`src/rtl/fp_div_seq_if.sv`:
```
// fp_div_seq_if: request/result bundle for the sequential float divider.
//   start        request strobe, sampled only while the divider is idle
//   a, b         dividend / divisor, IEEE-754 single
//   busy         division in progress
//   done         one-cycle result strobe
//   out          quotient, held until the next done
//   div_by_zero  nonzero dividend over a zero divisor, held with out
interface fp_div_seq_if;
  logic        start;
  logic [31:0] a;
  logic [31:0] b;
  logic        busy;
  logic        done;
  logic [31:0] out;
  logic        div_by_zero;

  modport master (output start, a, b, input busy, done, out, div_by_zero);
  modport slave  (input start, a, b, output busy, done, out, div_by_zero);
endinterface

```
`src/rtl/fp_div_seq.sv`:
```
// fp_div_seq: sequential IEEE-754 single-precision divider, out = a / b.
// Radix-2 restoring mantissa division producing one quotient bit per clock.
// The number format has an implicit leading 1 with no denormal, NaN or Inf
// decoding. Results are truncated, and underflow flushes to +0.
// Ports:
//   clk    clock, all state updates on the rising edge
//   rst_n  synchronous active-low reset, aborts any division in flight
//   bus    fp_div_seq_if.slave (start/a/b in, busy/done/out/div_by_zero out)
module fp_div_seq #(
  parameter logic [7:0] BIAS = 8'd127
) (
  input logic          clk,
  input logic          rst_n,
  fp_div_seq_if.slave  bus
);

  typedef enum logic [1:0] {IDLE, DIV, NORM, DONE} state_t;

  state_t              state_q, state_d;
  logic [4:0]          cnt_q, cnt_d;
  logic [24:0]         rem_q, rem_d;
  logic [24:0]         quo_q, quo_d;
  logic [23:0]         mb_q, mb_d;
  logic                sign_q, sign_d;
  logic [7:0]          ea_q, ea_d;
  logic [7:0]          eb_q, eb_d;
  logic                zero_q, zero_d;     // special: a is zero
  logic                dbz_flag_q, dbz_flag_d; // special: nonzero a over zero b
  logic [31:0]         out_q, out_d;
  logic                dbz_q, dbz_d;
  logic                busy_q, busy_d;
  logic                done_q, done_d;
  logic [24:0]         diff;
  logic signed [9:0]   exp_s;
  logic [22:0]         mant;

  // Saturating pack: non-positive exponent flushes to +0 (sign dropped),
  // exponent at or above 255 saturates to signed infinity.
  function automatic logic [31:0] pack_result(input logic sign,
                                              input logic signed [9:0] e,
                                              input logic [22:0] m);
    if (e <= 10'sd0)
      pack_result = 32'h0000_0000;
    else if (e >= 10'sd255)
      pack_result = {sign, 8'hFF, 23'h0};
    else
      pack_result = {sign, e[7:0], m};
  endfunction

  assign diff = rem_q - {1'b0, mb_q};

  // Quotient lies in (0.5, 2): bit 24 tells whether one normalising shift is needed.
  always_comb begin
    exp_s = $signed({2'b00, ea_q}) - $signed({2'b00, eb_q}) + $signed({2'b00, BIAS});
    mant  = quo_q[23:1];
    if (!quo_q[24]) begin
      exp_s = exp_s - 10'sd1;
      mant  = quo_q[22:0];
    end
  end

  always_comb begin
    state_d    = state_q;
    cnt_d      = cnt_q;
    rem_d      = rem_q;
    quo_d      = quo_q;
    mb_d       = mb_q;
    sign_d     = sign_q;
    ea_d       = ea_q;
    eb_d       = eb_q;
    zero_d     = zero_q;
    dbz_flag_d = dbz_flag_q;
    out_d      = out_q;
    dbz_d      = dbz_q;
    busy_d     = busy_q;
    done_d     = 1'b0;
    case (state_q)
      IDLE: begin
        if (bus.start) begin
          sign_d     = bus.a[31] ^ bus.b[31];
          ea_d       = bus.a[30:23];
          eb_d       = bus.b[30:23];
          mb_d       = {1'b1, bus.b[22:0]};
          rem_d      = {2'b01, bus.a[22:0]};
          quo_d      = 25'd0;
          cnt_d      = 5'd0;
          busy_d     = 1'b1;
          zero_d     = (bus.a[30:0] == 31'd0);
          dbz_flag_d = (bus.a[30:0] != 31'd0) && (bus.b[30:0] == 31'd0);
          // Specials skip the mantissa loop; NORM publishes them one edge later.
          if ((bus.a[30:0] == 31'd0) || (bus.b[30:0] == 31'd0))
            state_d = NORM;
          else
            state_d = DIV;
        end
      end
      DIV: begin
        // rem stays below 2*Mb < 2^25, so dropping the top bit before the shift is lossless.
        if (rem_q >= {1'b0, mb_q}) begin
          quo_d = {quo_q[23:0], 1'b1};
          rem_d = {diff[23:0], 1'b0};
        end else begin
          quo_d = {quo_q[23:0], 1'b0};
          rem_d = {rem_q[23:0], 1'b0};
        end
        cnt_d = cnt_q + 5'd1;
        if (cnt_q == 5'd24)
          state_d = NORM;
      end
      NORM: begin
        if (zero_q) begin
          out_d = 32'h0000_0000;
          dbz_d = 1'b0;
        end else if (dbz_flag_q) begin
          out_d = {sign_q, 8'hFF, 23'h0};
          dbz_d = 1'b1;
        end else begin
          out_d = pack_result(sign_q, exp_s, mant);
          dbz_d = 1'b0;
        end
        done_d  = 1'b1;
        busy_d  = 1'b0;
        state_d = DONE;
      end
      DONE: begin
        state_d = IDLE;
      end
      default: state_d = IDLE;
    endcase
  end

  always_ff @(posedge clk) begin
    if (!rst_n) begin
      state_q    <= IDLE;
      cnt_q      <= 5'd0;
      out_q      <= 32'h0000_0000;
      dbz_q      <= 1'b0;
      busy_q     <= 1'b0;
      done_q     <= 1'b0;
      zero_q     <= 1'b0;
      dbz_flag_q <= 1'b0;
    end else begin
      state_q    <= state_d;
      cnt_q      <= cnt_d;
      out_q      <= out_d;
      dbz_q      <= dbz_d;
      busy_q     <= busy_d;
      done_q     <= done_d;
      zero_q     <= zero_d;
      dbz_flag_q <= dbz_flag_d;
    end
  end

  // Datapath registers carry no reset; they are always loaded before use.
  always_ff @(posedge clk) begin
    rem_q  <= rem_d;
    quo_q  <= quo_d;
    mb_q   <= mb_d;
    sign_q <= sign_d;
    ea_q   <= ea_d;
    eb_q   <= eb_d;
  end

  assign bus.busy        = busy_q;
  assign bus.done        = done_q;
  assign bus.out         = out_q;
  assign bus.div_by_zero = dbz_q;

endmodule
```
`src/flat_wrapper.sv`:
```
// flat-port wrapper written by rule: the top's interface ports become plain ports
module fp_div_seq_flat 
#(
  parameter logic [7:0] BIAS = 8'd127
)
  (clk, rst_n, bus_start, bus_a, bus_b, bus_busy, bus_done, bus_out, bus_div_by_zero);
  fp_div_seq_if bus_i ();
  input logic clk;
  input logic rst_n;
  input wire logic [$bits(bus_i.start)-1:0] bus_start;
  input wire logic [$bits(bus_i.a)-1:0] bus_a;
  input wire logic [$bits(bus_i.b)-1:0] bus_b;
  output wire logic [$bits(bus_i.busy)-1:0] bus_busy;
  output wire logic [$bits(bus_i.done)-1:0] bus_done;
  output wire logic [$bits(bus_i.out)-1:0] bus_out;
  output wire logic [$bits(bus_i.div_by_zero)-1:0] bus_div_by_zero;
  assign bus_i.start = bus_start;
  assign bus_i.a = bus_a;
  assign bus_i.b = bus_b;
  assign bus_busy = bus_i.busy;
  assign bus_done = bus_i.done;
  assign bus_out = bus_i.out;
  assign bus_div_by_zero = bus_i.div_by_zero;
  fp_div_seq #(.BIAS(BIAS)) u_core (.clk(clk), .rst_n(rst_n), .bus(bus_i));
endmodule
```
`config.mk`:
```
export PLATFORM = sky130hd
export DESIGN_NAME = fp_div_seq_flat
export DESIGN_NICKNAME = d
export VERILOG_FILES = /design/src/rtl/fp_div_seq_if.sv /design/src/rtl/fp_div_seq.sv /design/src/flat_wrapper.sv
export SDC_FILE = /design/constraint.sdc
export NUM_CORES = 1
export LEC_CHECK = 0
export ABC_CLOCK_PERIOD_IN_PS = 4800
export CELL_PAD_IN_SITES_DETAIL_PLACEMENT = 1
export CELL_PAD_IN_SITES_GLOBAL_PLACEMENT = 2
export CORE_ASPECT_RATIO = 1.25
export CORE_MARGIN = 1
export CORE_UTILIZATION = 35
export CTS_BUF_LIST = sky130_fd_sc_hd__clkbuf_8
export DETAILED_ROUTE_END_ITERATION = 8
export GPL_TIMING_DRIVEN = 0
export PLACE_DENSITY_LB_ADDON = 0.1
export RECOVER_POWER = 25
export SETUP_SLACK_MARGIN = 0.15
export SLEW_MARGIN = 20
export SYNTH_ARGS = -nofsm -noshare
export SYNTH_HDL_FRONTEND = slang
export SYNTH_SLANG_ARGS = --single-unit
export TNS_END_PERCENT = 5
```
`constraint.sdc`:
```
create_clock -name clk -period 4.8 [get_ports clk]
set_input_delay 0.72 -clock clk [delete_from_list [all_inputs] [get_ports clk]]
set_output_delay 0.72 -clock clk [all_outputs]
set_load 0.01 [all_outputs]
```
### Word level (Yosys, flattened, before mapping)

Index checks and enable logic that the tools add are counted.

* magnitude comparators: 3
* $add $sub $neg: 5
* bitwise gates (word level): 1
* reductions and logical operators: 12
* mux-type cells: 23
* eq/ne operators: 6

Operator list (count)
* 25-bit case mux with 2 select lines: 2
* 32-bit two-way mux: 3
* 25-bit two-way mux: 3
* 31-bit zero test: 2
* 31-bit two-way mux: 1
* 31-bit nonzero test: 1
* 25-bit by 24-bit greater-or-equal comparator with 1-bit output: 1
* 24-bit subtractor: 1
* 23-bit two-way mux: 1
* 10-bit by 8-bit adder with 10-bit output (second input constant): 1
* 10-bit by 9-bit greater-or-equal comparator with 1-bit output (second input constant): 1
* 10-bit by 1-bit less-or-equal comparator with 1-bit output (second input constant): 1
* 10-bit two-way mux: 1
* 5-bit case mux with 2 select lines: 1
* 10-bit by 2-bit subtractor with 10-bit output (second input constant): 1
* 8-bit by 8-bit subtractor with 9-bit output: 1
* 2-bit case mux with 4 select lines: 1
* 2-bit AND reduction: 4
* 2-bit two-way mux: 3
* 5-bit by 1-bit adder with 5-bit output (second input constant): 1
* 5-bit == test (second input constant): 1
* 1-bit two-way mux: 5
* 5-bit two-way mux: 1
* 2-bit == test (second input constant): 2
* 9 further kinds: 10

* register bits: 134
* input bits: 67
* word-level logic and storage cells: 64

### Depth between registers and ports, before layout

Gate-level depths: netlist of the first run.

* word-level depth: 9
* mapped depth: 16
* depth with buffers taken out: 15

### Worst setup path after synthesis of the first run

OpenSTA, ideal clock, no wires.

* kind: register to register
* from: register u_core.ea_q[0]
* to: register u_core.out_q[10] (netlist: u_core.bus.out[10])
* cell stages (with the launch flop): 17
* data arrival time: 3.430 ns
* required time: 4.683 ns
* buffers on the path: 1
* slack: 1.253 ns
* cell sequence: edfxtp_1 inv_1 ha_1 inv_1 fa_1 inv_1 ha_1 xnor3_2 nand3_1 a221oi_2 o221ai_2 or4_1 and3_4 o31ai_4 nor3b_2 buf_6 a32o_1

* cells in the longest elaborated chain, start to end: 9

Ends and longest elaborated chain
* start: declaration: line fp_div_seq.sv:25 `logic [7:0] ea_q, ea_d;`
* start signal: assignment: line fp_div_seq.sv:160 `ea_q <= ea_d;`
* 8-bit by 8-bit subtractor with 9-bit output *: line fp_div_seq.sv:54 `exp_s = $signed({2'b00, ea_q}) - $signed({2'b00, eb_q}) + $signed({2'b00, BIAS});`
* 10-bit by 8-bit adder with 10-bit output *: line fp_div_seq.sv:54
* 10-bit by 2-bit subtractor with 10-bit output: line fp_div_seq.sv:57 `exp_s = exp_s - 10'sd1;`
* 10-bit two-way mux *: line fp_div_seq.sv:56 `if (!quo_q[24]) begin`
* 10-bit by 9-bit greater-or-equal comparator with 1-bit output: line fp_div_seq.sv:44 `else if (e >= 10'sd255)`
* 31-bit two-way mux: line fp_div_seq.sv:44
* 32-bit two-way mux *: line fp_div_seq.sv:42 `if (e <= 10'sd0)`
* 32-bit two-way mux *: line fp_div_seq.sv:114 `end else if (dbz_flag_q) begin`
* 32-bit two-way mux *: line fp_div_seq.sv:111 `if (zero_q) begin`
* end signal: assignment: line fp_div_seq.sv:145 `out_q <= out_d;`
* end: declaration: line fp_div_seq.sv:29 `logic [31:0] out_q, out_d;`

Every way passes the cells marked *; elsewhere a longest branch is shown, timed or not.
A chain may end at the register's enable or synchronous reset.

### Worst setup path after layout of the first run

* from: register u_core.mb_q[1]
* to: register u_core.rem_q[6] (data pin)

* cells in the longest elaborated chain, start to end: 3

Ends and longest elaborated chain
* start: declaration: line fp_div_seq.sv:23 `logic [23:0] mb_q, mb_d;`
* start signal: assignment: line fp_div_seq.sv:158 `mb_q <= mb_d;`
* 24-bit subtractor or 25-bit by 24-bit greater-or-equal comparator with 1-bit output (tied branches): line fp_div_seq.sv:50, fp_div_seq.sv:99
* 25-bit two-way mux *: line fp_div_seq.sv:99 `if (rem_q >= {1'b0, mb_q}) begin`
* 25-bit case mux with 2 select lines *: line fp_div_seq.sv:77 `case (state_q)`
* via u_core.rem_d[6]: line fp_div_seq.sv:21 `logic [24:0] rem_q, rem_d;`
* end signal: assignment: line fp_div_seq.sv:156 `rem_q <= rem_d;`
* end: declaration: line fp_div_seq.sv:21

The timed path passes the listed nets; every way through them passes the cells marked *.

==> flow_summary.json, run 1 <==
{
  "crit_path_start_kind": "register",
  "async_reset_ff_frac": 0,
  "synth_area_sq_um": 7330,
  "holdWs_ns": 0.457,
  "cts_buffer_depth": 2,
  "syn-num-nets": 792,
  "hold_start": "u_core.bus.out[23]",
  "ys_ff_latch": 134,
  "die_w_microns": 131,
  "grt_max_degree": 54,
  "wl_per_cell_microns": 18.9,
  "holdBufCountCts": 0,
  "pwr_density_cell_nw_per_um2": 710,
  "core_sq_um": 20300,
  "whs_endpoint": "u_core.bus.out[23]",
  "vias": 5770,
  "synth.avg_cell_area_sq_um": 10.7,
  "setup_viol": 0,
  "ant_nets": 0,
  "worstPathMaxFanout": 10,
  "area_delta_synth_final_pct": 23.9,
  "rsz0062_at_grt": "false",
  "setup_tns_ns": 0,
  "hold_viol_final": 0,
  "final_common_cell": "edfxtp_1",
  "start_util": 0.361,
  "final_cell_mix": "edfxtp_1 (90), clkdlybuf4s50_1 (59), inv_1 (48)",
  "cpMostUsedCell": "a21oi_1",
  "fin_skew_ns": 0.0159,
  "status": "complete, but fails checks",
  "drc": 0,
  "min_period_ns": 4.18,
  "post-place-ws_ns": 0.596,
  "slowest_delay_ns": 0.88,
  "yosys_warnings": 0,
  "required_ns": 4.95,
  "avgViaCountPerCell": 5.30,
  "grt_pass1_wl_mm": 32.7,
  "drv_cap": 1,
  "netlist_instances": 685,
  "yosysSeqAreaShare": 0.489,
  "worstReg2RegEnd": "u_core.rem_q[6]",
  "reg2reg_depth": 11,
  "dp_hpwl_mm": 16.0,
  "worst_slew_pin_slew_ns": 1.79,
  "endpoint_kind": "register",
  "track_usage": 0.198,
  "cts.sink_count": 134,
  "gp_congestion": 0.844,
  "gr-total-overflow": 0,
  "fillCellCount": 2244,
  "synth_top_cell_area_share": 0.369,
  "h-tree-depth": 4,
  "synth_area_leaders": "edfxtp_1 (37%), dfxtp_1 (12%), ha_1 (6.5%)",
  "whs_path_depth": 2,
  "drtIter0Drc": 188,
  "cts_buffers": 17,
  "path_clk_slew_ns": 0.10,
  "synth_top_flop_cell": "edfxtp_1",
  "clk-insertion-delay-late_ns": 0.45,
  "min_path_type": "register to register",
  "cts_setup_buffers": 0,
  "worst_slew_margin_rel": -0.195,
  "io_buffers": 101,
  "dieArea_sq_um": 21500,
  "antenna_cells": 0,
  "crit_type": "register to register",
  "violations": "max-capacitance violations, max-slew violations",
  "ir_drop_mv": 0.295,
  "slowest_stage": "o32ai_1",
  "synth_top_area_cell": "edfxtp_1",
  "routed_wl_mm": 20.5,
  "final_layout_size_suffix_gt1_frac": 0.0855,
  "regToRegStartpoint": "u_core.mb_q[1]",
  "cp.arrival_ns": 4.33,
  "rrSetupSlack_ns": 0.62,
  "grt_pass1_vias": 6229,
  "final_net_count": 913,
  "final_max_slew_viol_count": 33,
  "root_buffer": "clkbuf_8",
  "cts_resized": 0,
  "first_pass_iters": 4,
  "tritoncts": "done",
  "ys_types": 66,
  "synth_edf_count": 90,
  "setup_ws_ns": 0.624,
  "leakage_nw": 3.47,
  "io_pins": 102,
  "dieHeight_microns": 164,
  "clock.fmax_mhz": 239,
  "path_cells": "inv_1 > ha_1 > nor2b_1 > o21ai_0 > a21boi_0 > o32ai_1 > a21oi_1 > o21ai_1 > clkbuf_1 > mux2i_1 > a21oi_1",
  "rows": 58,
  "finalCritPeriodShare": 0.870,
  "antenna_found_initial": 0
}
[cell families after synthesis]
| group | share of synthesized area |
|---|---|
| multiplexers | 0.0422 |
| adder cells (fa/ha/maj) | 0.0704 |
| AND/OR/NAND/NOR | 0.147 |
| AO/OA/AOI/OAI | 0.166 |
| flip-flops | 0.489 |
| buffers and inverters | 0.0391 |
| XOR/XNOR | 0.0458 |
[sequential cells by signal (all words and copies together), names as in the netlist]
name,cells
u_core.zero_q,1
u_core.rem_q,25
u_core.dbz_flag_q,1
u_core.ea_q,8
u_core.bus.div_by_zero,1
u_core.eb_q,8
u_core.mb_q,23
u_core.state_q,2
u_core.bus.out,32
u_core.quo_q,25
u_core.bus.done,1
u_core.cnt_q,5
u_core.sign_q,1
u_core.bus.busy,1
[how the worst max path moves through the flow]
stage / startpoint / end / depth (start not counted)
after floorplan: u_core.ea_q[0] / u_core.bus.out[10] / 16
after global placement: u_core.mb_q[1] / u_core.rem_q[7] / 11
after detailed placement: u_core.mb_q[1] / u_core.rem_q[6] / 11
after CTS: u_core.mb_q[1] / u_core.rem_q[6] / 11
after global routing: u_core.mb_q[1] / u_core.rem_q[18] / 12
final: u_core.mb_q[1] / u_core.rem_q[6] / 11
[power by group]
group	internal (W)	switching [W]
clock network	0.000433	0.000532
registers	0.00177	0.000199
logic	0.00137	0.00214
[per-layer routing]
layer / up-vias / GRT usage / share of wire
met4: 0 / 0.0751 / 0.021
met1: 2846 / 0.215 / 0.41
met5: - / 0 / 0
li1: 2795 / - / -
met3: 28 / 0.0269 / 0.024
met2: 101 / 0.386 / 0.54
[cell type report]
class	count	area, sq um	share of cell area
Sequential cell	134	3580	0.395
Clock buffer	17	234	0.0258
Tap cell	270	338	0.0372
Clock inverter	15	159	0.0175
Timing Repair Buffer	102	1010	0.112
Multi-Input combinational cell	479	3460	0.381
Inverter	49	186	0.0205
Buffer	23	103	0.0113
[synthesized netlist by cell type (3+ instances only)]
library cell and instances:
nor2_1 47, inv_1 49, nand2_1 37, nand3b_1 5, nor4_1 15, and2_1 27, a22o_1 3, xor2_1 17
nand4_1 13, o21a_1 7, o21bai_1 3, o21ai_0 24, nand2b_1 6, nor2b_1 17, a21boi_0 3, or3_1 4
nor3b_1 3, dfxtp_1 44, a31oi_1 13, mux2_2 23, clkbuf_1 20, nor3_1 7, o21ai_1 7, a21o_1 16
ha_1 38, nand3_1 9, a32o_1 23, xnor2_1 16, o2111ai_1 3, a21oi_1 44, mux2i_1 5, edfxtp_1 90
and3_1 4
[worst max-delay path: cells and delay by family (launching register included)]
family,cells,cell delay [ns]
adders and majority gates,1,0.30
DFF,1,0.39
AOI/OAI and AO/OA,6,2.16
buffers and inverters,2,0.64
and+or+nand+nor,1,0.13
muxes,1,0.26
[per-stage QoR]
stage / area [sq um] / util / total power, W / std cells
2_1_floorplan: 7330 / - / 0.00448 / 685
3_3_place_gp: 8670 / 0.427 / 0.00543 / 1056
3_5_place_dp: 8700 / 0.428 / 0.00553 / 1057
4_1_cts: 9090 / 0.447 / 0.00653 / 1089
5_1_grt: 9070 / 0.447 / 0.00693 / 1089
6_report: 9070 / 0.447 / 0.00644 / 1089
Power figures use the tool's default switching activity.
==> run 2, diff against run 1 <==
--- a/config.mk
+++ b/config.mk
@@ -6,12 +6,13 @@
 export NUM_CORES = 1
 export LEC_CHECK = 0
 export ABC_CLOCK_PERIOD_IN_PS = 4800
+export CAP_MARGIN = 10
 export CELL_PAD_IN_SITES_DETAIL_PLACEMENT = 1
 export CELL_PAD_IN_SITES_GLOBAL_PLACEMENT = 2
-export CORE_ASPECT_RATIO = 1.25
 export CORE_MARGIN = 1
 export CORE_UTILIZATION = 35
 export CTS_BUF_LIST = sky130_fd_sc_hd__clkbuf_8
+export CTS_CLUSTER_DIAMETER = 30
 export DETAILED_ROUTE_END_ITERATION = 8
 export GPL_TIMING_DRIVEN = 0
 export PLACE_DENSITY_LB_ADDON = 0.1
==> run 2 against run 1 <==
Critical endpoint is now u_core.rem_q[17]. The flow now finishes without violations. Cell count stayed put. Sequential share of layout area is 0.28 points lower. Sequential cell count stayed put.
==> flow_summary.json, run 2 (synthesis results as in run 1) <==
{
  "crit_path_start_kind": "register",
  "place_inst": 1057,
  "fillCellCount": 2247,
  "cts.sink_count": 134,
  "h-tree-depth": 4,
  "io_pins": 102,
  "final_common_cell": "edfxtp_1",
  "setup_tns_ns": 0,
  "fin_skew_ns": 0.0214,
  "finalCritPeriodShare": 0.851,
  "holdBufCountCts": 0,
  "root_buffer": "clkbuf_8",
  "start_util": 0.360,
  "total_power_w": 0.00653,
  "crit_type": "register to register",
  "required_ns": 4.99,
  "tritoncts": "done",
  "final_cells": 1089,
  "path_clk_slew_ns": 0.09,
  "grt_max_degree": 54,
  "drv_cap": 0,
  "rows": 52,
  "final_layout_size_suffix_gt1_frac": 0.0879,
  "dieHeight_microns": 147,
  "first_pass_iters": 5,
  "grt_pass1_vias": 6109,
  "status": "finished, final reports clean",
  "die_w_microns": 147,
  "slowest_delay_ns": 0.80,
  "worst_slew_margin_rel": 0.365,
  "slowest_stage": "o32ai_1",
  "cp.arrival_ns": 4.28,
  "dpl_cell_area_sq_um": 8700,
  "dp_hpwl_mm": 15.3,
  "clock.fmax_mhz": 245,
  "vias": 5728,
  "ant_nets": 0,
  "antenna_found_initial": 0,
  "setup_viol": 0,
  "hold_viol_final": 0,
  "track_usage": 0.195,
  "seqCellArea_sq_um": 3580,
  "min_path_type": "register to register",
  "holdWs_ns": 0.451,
  "clk-insertion-delay-late_ns": 0.47,
  "drtIter0Drc": 288,
  "cpMostUsedCell": "a21oi_1",
  "gr-total-overflow": 0,
  "rsz0062_at_grt": "false",
  "io_buffers": 101,
  "cts_resized": 0,
  "cts_setup_buffers": 0,
  "area_delta_synth_final_pct": 24.7,
  "multiInputGateArea_sq_um": 3460,
  "wl_per_cell_microns": 18.4,
  "gp_congestion": 0.847,
  "final_net_count": 913,
  "path_cells": "ha_1 > nor2b_1 > o21ai_0 > a21boi_0 > o32ai_1 > a21oi_1 > o21ai_1 > clkbuf_1 > mux2i_1 > a21oi_1",
  "drc": 0,
  "pwr_density_cell_nw_per_um2": 715,
  "core_sq_um": 20400,
  "routed_wl_mm": 20.0,
  "postLayoutCellArea_sq_um": 9140,
  "grt_pass1_wl_mm": 32.4,
  "avgViaCountPerCell": 5.26,
  "dieArea_sq_um": 21500,
  "antenna_cells": 0,
  "largest_reg_flops": 32,
  "cts_buffer_depth": 2,
  "worst_slew_pin_slew_ns": 0.952,
  "final_cell_mix": "edfxtp_1 (90), clkdlybuf4s50_1 (59), inv_1 (48)",
  "endpoint_kind": "register",
  "worstPathMaxFanout": 10,
  "min_period_ns": 4.08,
  "leakage_nw": 3.50,
  "ir_drop_mv": 0.283,
  "final_max_slew_viol_count": 0,
  "cts_buffers": 17
}
-- run 2: cell count changes in the layout (fill, tap and decap cells not counted) --
cell and delta:
clkinv_2 -1, clkbuf_1 -1, clkinv_1 -1, inv_8 +3, bufinv_16 +1, inv_4 -1
buf_16 +1, clkinv_4 -1
-- run 2: final timing paths --
kind,slack [ns],endpoint,start,cells past startpoint
worst max-delay path,0.72,u_core.rem_q[17],u_core.rem_q[1],10
worst min-delay path,0.45,u_core.bus.out[25],u_core.bus.out[25],2
worst max register to register,0.72,u_core.rem_q[17],u_core.rem_q[1],10
worst min register to register,0.45,u_core.bus.out[25],u_core.bus.out[25],2
-- run 2: through the flow --
step	setup WS, ns	utilization
5_1_grt	0.395	0.449
3_5_place_dp	0.676	0.427
4_1_cts	0.648	0.449
3_3_place_gp	0.744	0.426
2_1_floorplan	1.25	-
6_report	0.717	0.449
-- run 2: where the power goes --
part	internal (W)	total (W)	switching [W]
clock	0.000497	0.00106	0.000566
combinational	0.00138	0.00351	0.00213
sequential	0.00176	0.00196	0.000194
total	0.00364	0.00653	0.00289
-- run 2: cell type report --
class | count | area share
inverter | 49 | 0.0204
multi-input combinational | 479 | 0.378
sequential | 134 | 0.392
clock buffer | 17 | 0.0256
clock inverter | 15 | 0.0218
tap | 270 | 0.0370
timing repair buffer | 102 | 0.114
buffer | 23 | 0.0112
-- run 2: critical path, delay by kind of cell, from the launching register on --
kind | cells | cell delay [ns]
flip-flops | 1 | 0.45
buffers and inverters | 1 | 0.57
adder cells (fa/ha/maj) | 1 | 0.31
AND/OR/NAND/NOR | 1 | 0.13
AO/OA/AOI/OAI | 6 | 2.04
multiplexers | 1 | 0.32
-- run 2: routing by layer --
metal / routed length [microns] / GRT usage
met1: 8970 / 0.241
met2: 10300 / 0.345
met3: 588 / 0.0363
met4: 208 / 0.0505
met5: 0 / 0
==> run 3, diff against run 2 <==
--- a/config.mk
+++ b/config.mk
@@ -9,6 +9,7 @@
 export CAP_MARGIN = 10
 export CELL_PAD_IN_SITES_DETAIL_PLACEMENT = 1
 export CELL_PAD_IN_SITES_GLOBAL_PLACEMENT = 2
+export CORE_ASPECT_RATIO = 1.2
 export CORE_MARGIN = 1
 export CORE_UTILIZATION = 35
 export CTS_BUF_LIST = sky130_fd_sc_hd__clkbuf_8
==> run 3 against run 2 <==
The flow now finishes with violations (max-capacitance violations, max-slew violations). Combinational power hardly changed. Sequential power is essentially flat. Clock skew fell by 0.0068 ns. Power down 1.1%. Cell area shrank 0.52%. Critical path depth up 2. Non-clock buffer count is the same. Cell count is 0.46% lower. Global-route usage barely moved. Clock power shrank 7%. Register-to-register slack worse by 0.12 ns.
==> flow_summary.json, run 3 (synthesis results as in run 1) <==
{
  "avgViaCountPerCell": 5.35,
  "setup_tns_ns": 0,
  "min_path_type": "register to register",
  "reg2reg_depth": 12,
  "io_buffers": 101,
  "cts.sink_count": 134,
  "wl_per_cell_microns": 18.5,
  "area_delta_synth_final_pct": 24.1,
  "first_pass_iters": 4,
  "clock.fmax_mhz": 238,
  "cts_buffers": 17,
  "drc": 0,
  "core_sq_um": 20400,
  "grt_pass1_vias": 6173,
  "holdBufCountCts": 0,
  "final_cell_mix": "edfxtp_1 (90), clkdlybuf4s50_1 (59), inv_1 (48)",
  "crit_type": "register to register",
  "drtIter0Drc": 202,
  "antenna_cells": 0,
  "combinationalPowerShare": 0.544,
  "worst_slew_pin_slew_ns": 1.78,
  "leakage_nw": 3.48,
  "h-tree-depth": 4,
  "endpoint_kind": "register",
  "min_period_ns": 4.21,
  "holdWs_ns": 0.453,
  "ir_drop_mv": 0.264,
  "cts_setup_buffers": 0,
  "switching_share": 0.446,
  "hold_viol_final": 0,
  "start_util": 0.359,
  "finalCritPeriodShare": 0.876,
  "required_ns": 4.98,
  "largest_reg_flops": 32,
  "track_usage": 0.195,
  "tritoncts": "done",
  "io_pins": 102,
  "die_w_microns": 134,
  "rsz0062_at_grt": "false",
  "gp_congestion": 0.831,
  "final_layout_size_suffix_gt1_frac": 0.0867,
  "pwr_density_cell_nw_per_um2": 710,
  "root_buffer": "clkbuf_8",
  "p_sw_w": 0.00288,
  "grt_pass1_wl_mm": 32.2,
  "whs_path_depth": 2,
  "cts_resized": 0,
  "p_int_w": 0.00358,
  "worstPathMaxFanout": 10,
  "vias": 5802,
  "final_max_slew_viol_count": 32,
  "dp_hpwl_mm": 15.4,
  "dieHeight_microns": 160,
  "fin_skew_ns": 0.0146,
  "cp.arrival_ns": 4.39,
  "crit_path_start_kind": "register",
  "routed_wl_mm": 20.1,
  "violations": "max-capacitance violations, max-slew violations",
  "final_net_count": 913,
  "clkPwrFrac": 0.153,
  "worst_slew_margin_rel": -0.184,
  "setup_viol": 0,
  "ant_nets": 0,
  "final_common_cell": "edfxtp_1",
  "cts_buffer_depth": 2,
  "status": "complete, but fails checks",
  "drv_cap": 1,
  "gr-total-overflow": 0,
  "grt_max_degree": 54,
  "antenna_found_initial": 0,
  "seq_power_share": 0.303,
  "clk-insertion-delay-late_ns": 0.46,
  "dieArea_sq_um": 21500,
  "rows": 57,
  "path_clk_slew_ns": 0.09
}
==> run 3: changes by cell type in the layout (fill, tap and decap cells not counted), sizes merged <==
cell      previous run  this run
clkinvlp             0         1
clkbuf              37        38
bufinv               2         1
clkinv               2         5
inv                 60        57
buf                  4         3
==> run 3: worst max-delay path, cell delays in order (launching register included) <==
cell	delay (ns)
edfxtp_1	0.42
inv_1	0.09
ha_1	0.24
nor2b_1	0.13
o21ai_0	0.23
a21boi_0	0.23
o32ai_1	0.80
a21oi_1	0.15
o21ai_1	0.61
clkbuf_1	0.63
nor2_1	0.11
a21oi_1	0.19
a21oi_1	0.10
==> run 3: power by group through the flow <==
stage | registers (W) | logic (W) | clock network [W]
2_1_floorplan | 0.00193 | 0.00254 | 0
6_report | 0.00196 | 0.00351 | 0.000991
4_1_cts | 0.00195 | 0.00357 | 0.00102
5_1_grt | 0.00201 | 0.00389 | 0.00106
3_5_place_dp | 0.00198 | 0.00353 | 0
3_3_place_gp | 0.00199 | 0.00344 | 0
==> run 3: layer usage <==
| metal | GRT usage | wire length, microns | part of all wire | vias up |
|---|---|---|---|---|
| li1 | - | - | - | 2800 |
| met1 | 0.217 | 8310 | 0.41 | 2860 |
| met2 | 0.366 | 10800 | 0.54 | 113 |
| met3 | 0.0297 | 544 | 0.027 | 29 |
| met4 | 0.0761 | 448 | 0.022 | 0 |
| met5 | 0 | 0 | 0 | - |
==> run 3: worst paths after layout <==
kind | start | end | slack, ns
min | u_core.bus.out[23] | u_core.bus.out[23] | 0.45
max reg2reg | u_core.mb_q[1] | u_core.rem_q[8] | 0.59
min reg2reg | u_core.bus.out[23] | u_core.bus.out[23] | 0.45
max | u_core.mb_q[1] | u_core.rem_q[8] | 0.59
==> run 3: metrics by stage <==
step | cell area [sq um] | power [W] | instances | setup WS [ns] | utilization
after global routing | 9090 | 0.00696 | 1084 | 0.374 | 0.446
after global placement | 8670 | 0.00542 | 1051 | 0.695 | 0.425
after detailed placement | 8690 | 0.00551 | 1052 | 0.668 | 0.426
after CTS | 9110 | 0.00654 | 1084 | 0.579 | 0.446
after floorplan | 7330 | 0.00448 | 685 | 1.25 | -
final | 9090 | 0.00646 | 1084 | 0.594 | 0.446
==> run 3: cell type report <==
type | count | area, sq um
repair buffers | 102 | 1010
clock buffers | 17 | 234
plain buffers | 23 | 103
multi-input cells | 479 | 3460
fillers | 2302 | 11300
flip-flops and latches | 134 | 3580
clock inverters | 15 | 181
inverters | 49 | 186
well taps | 265 | 332
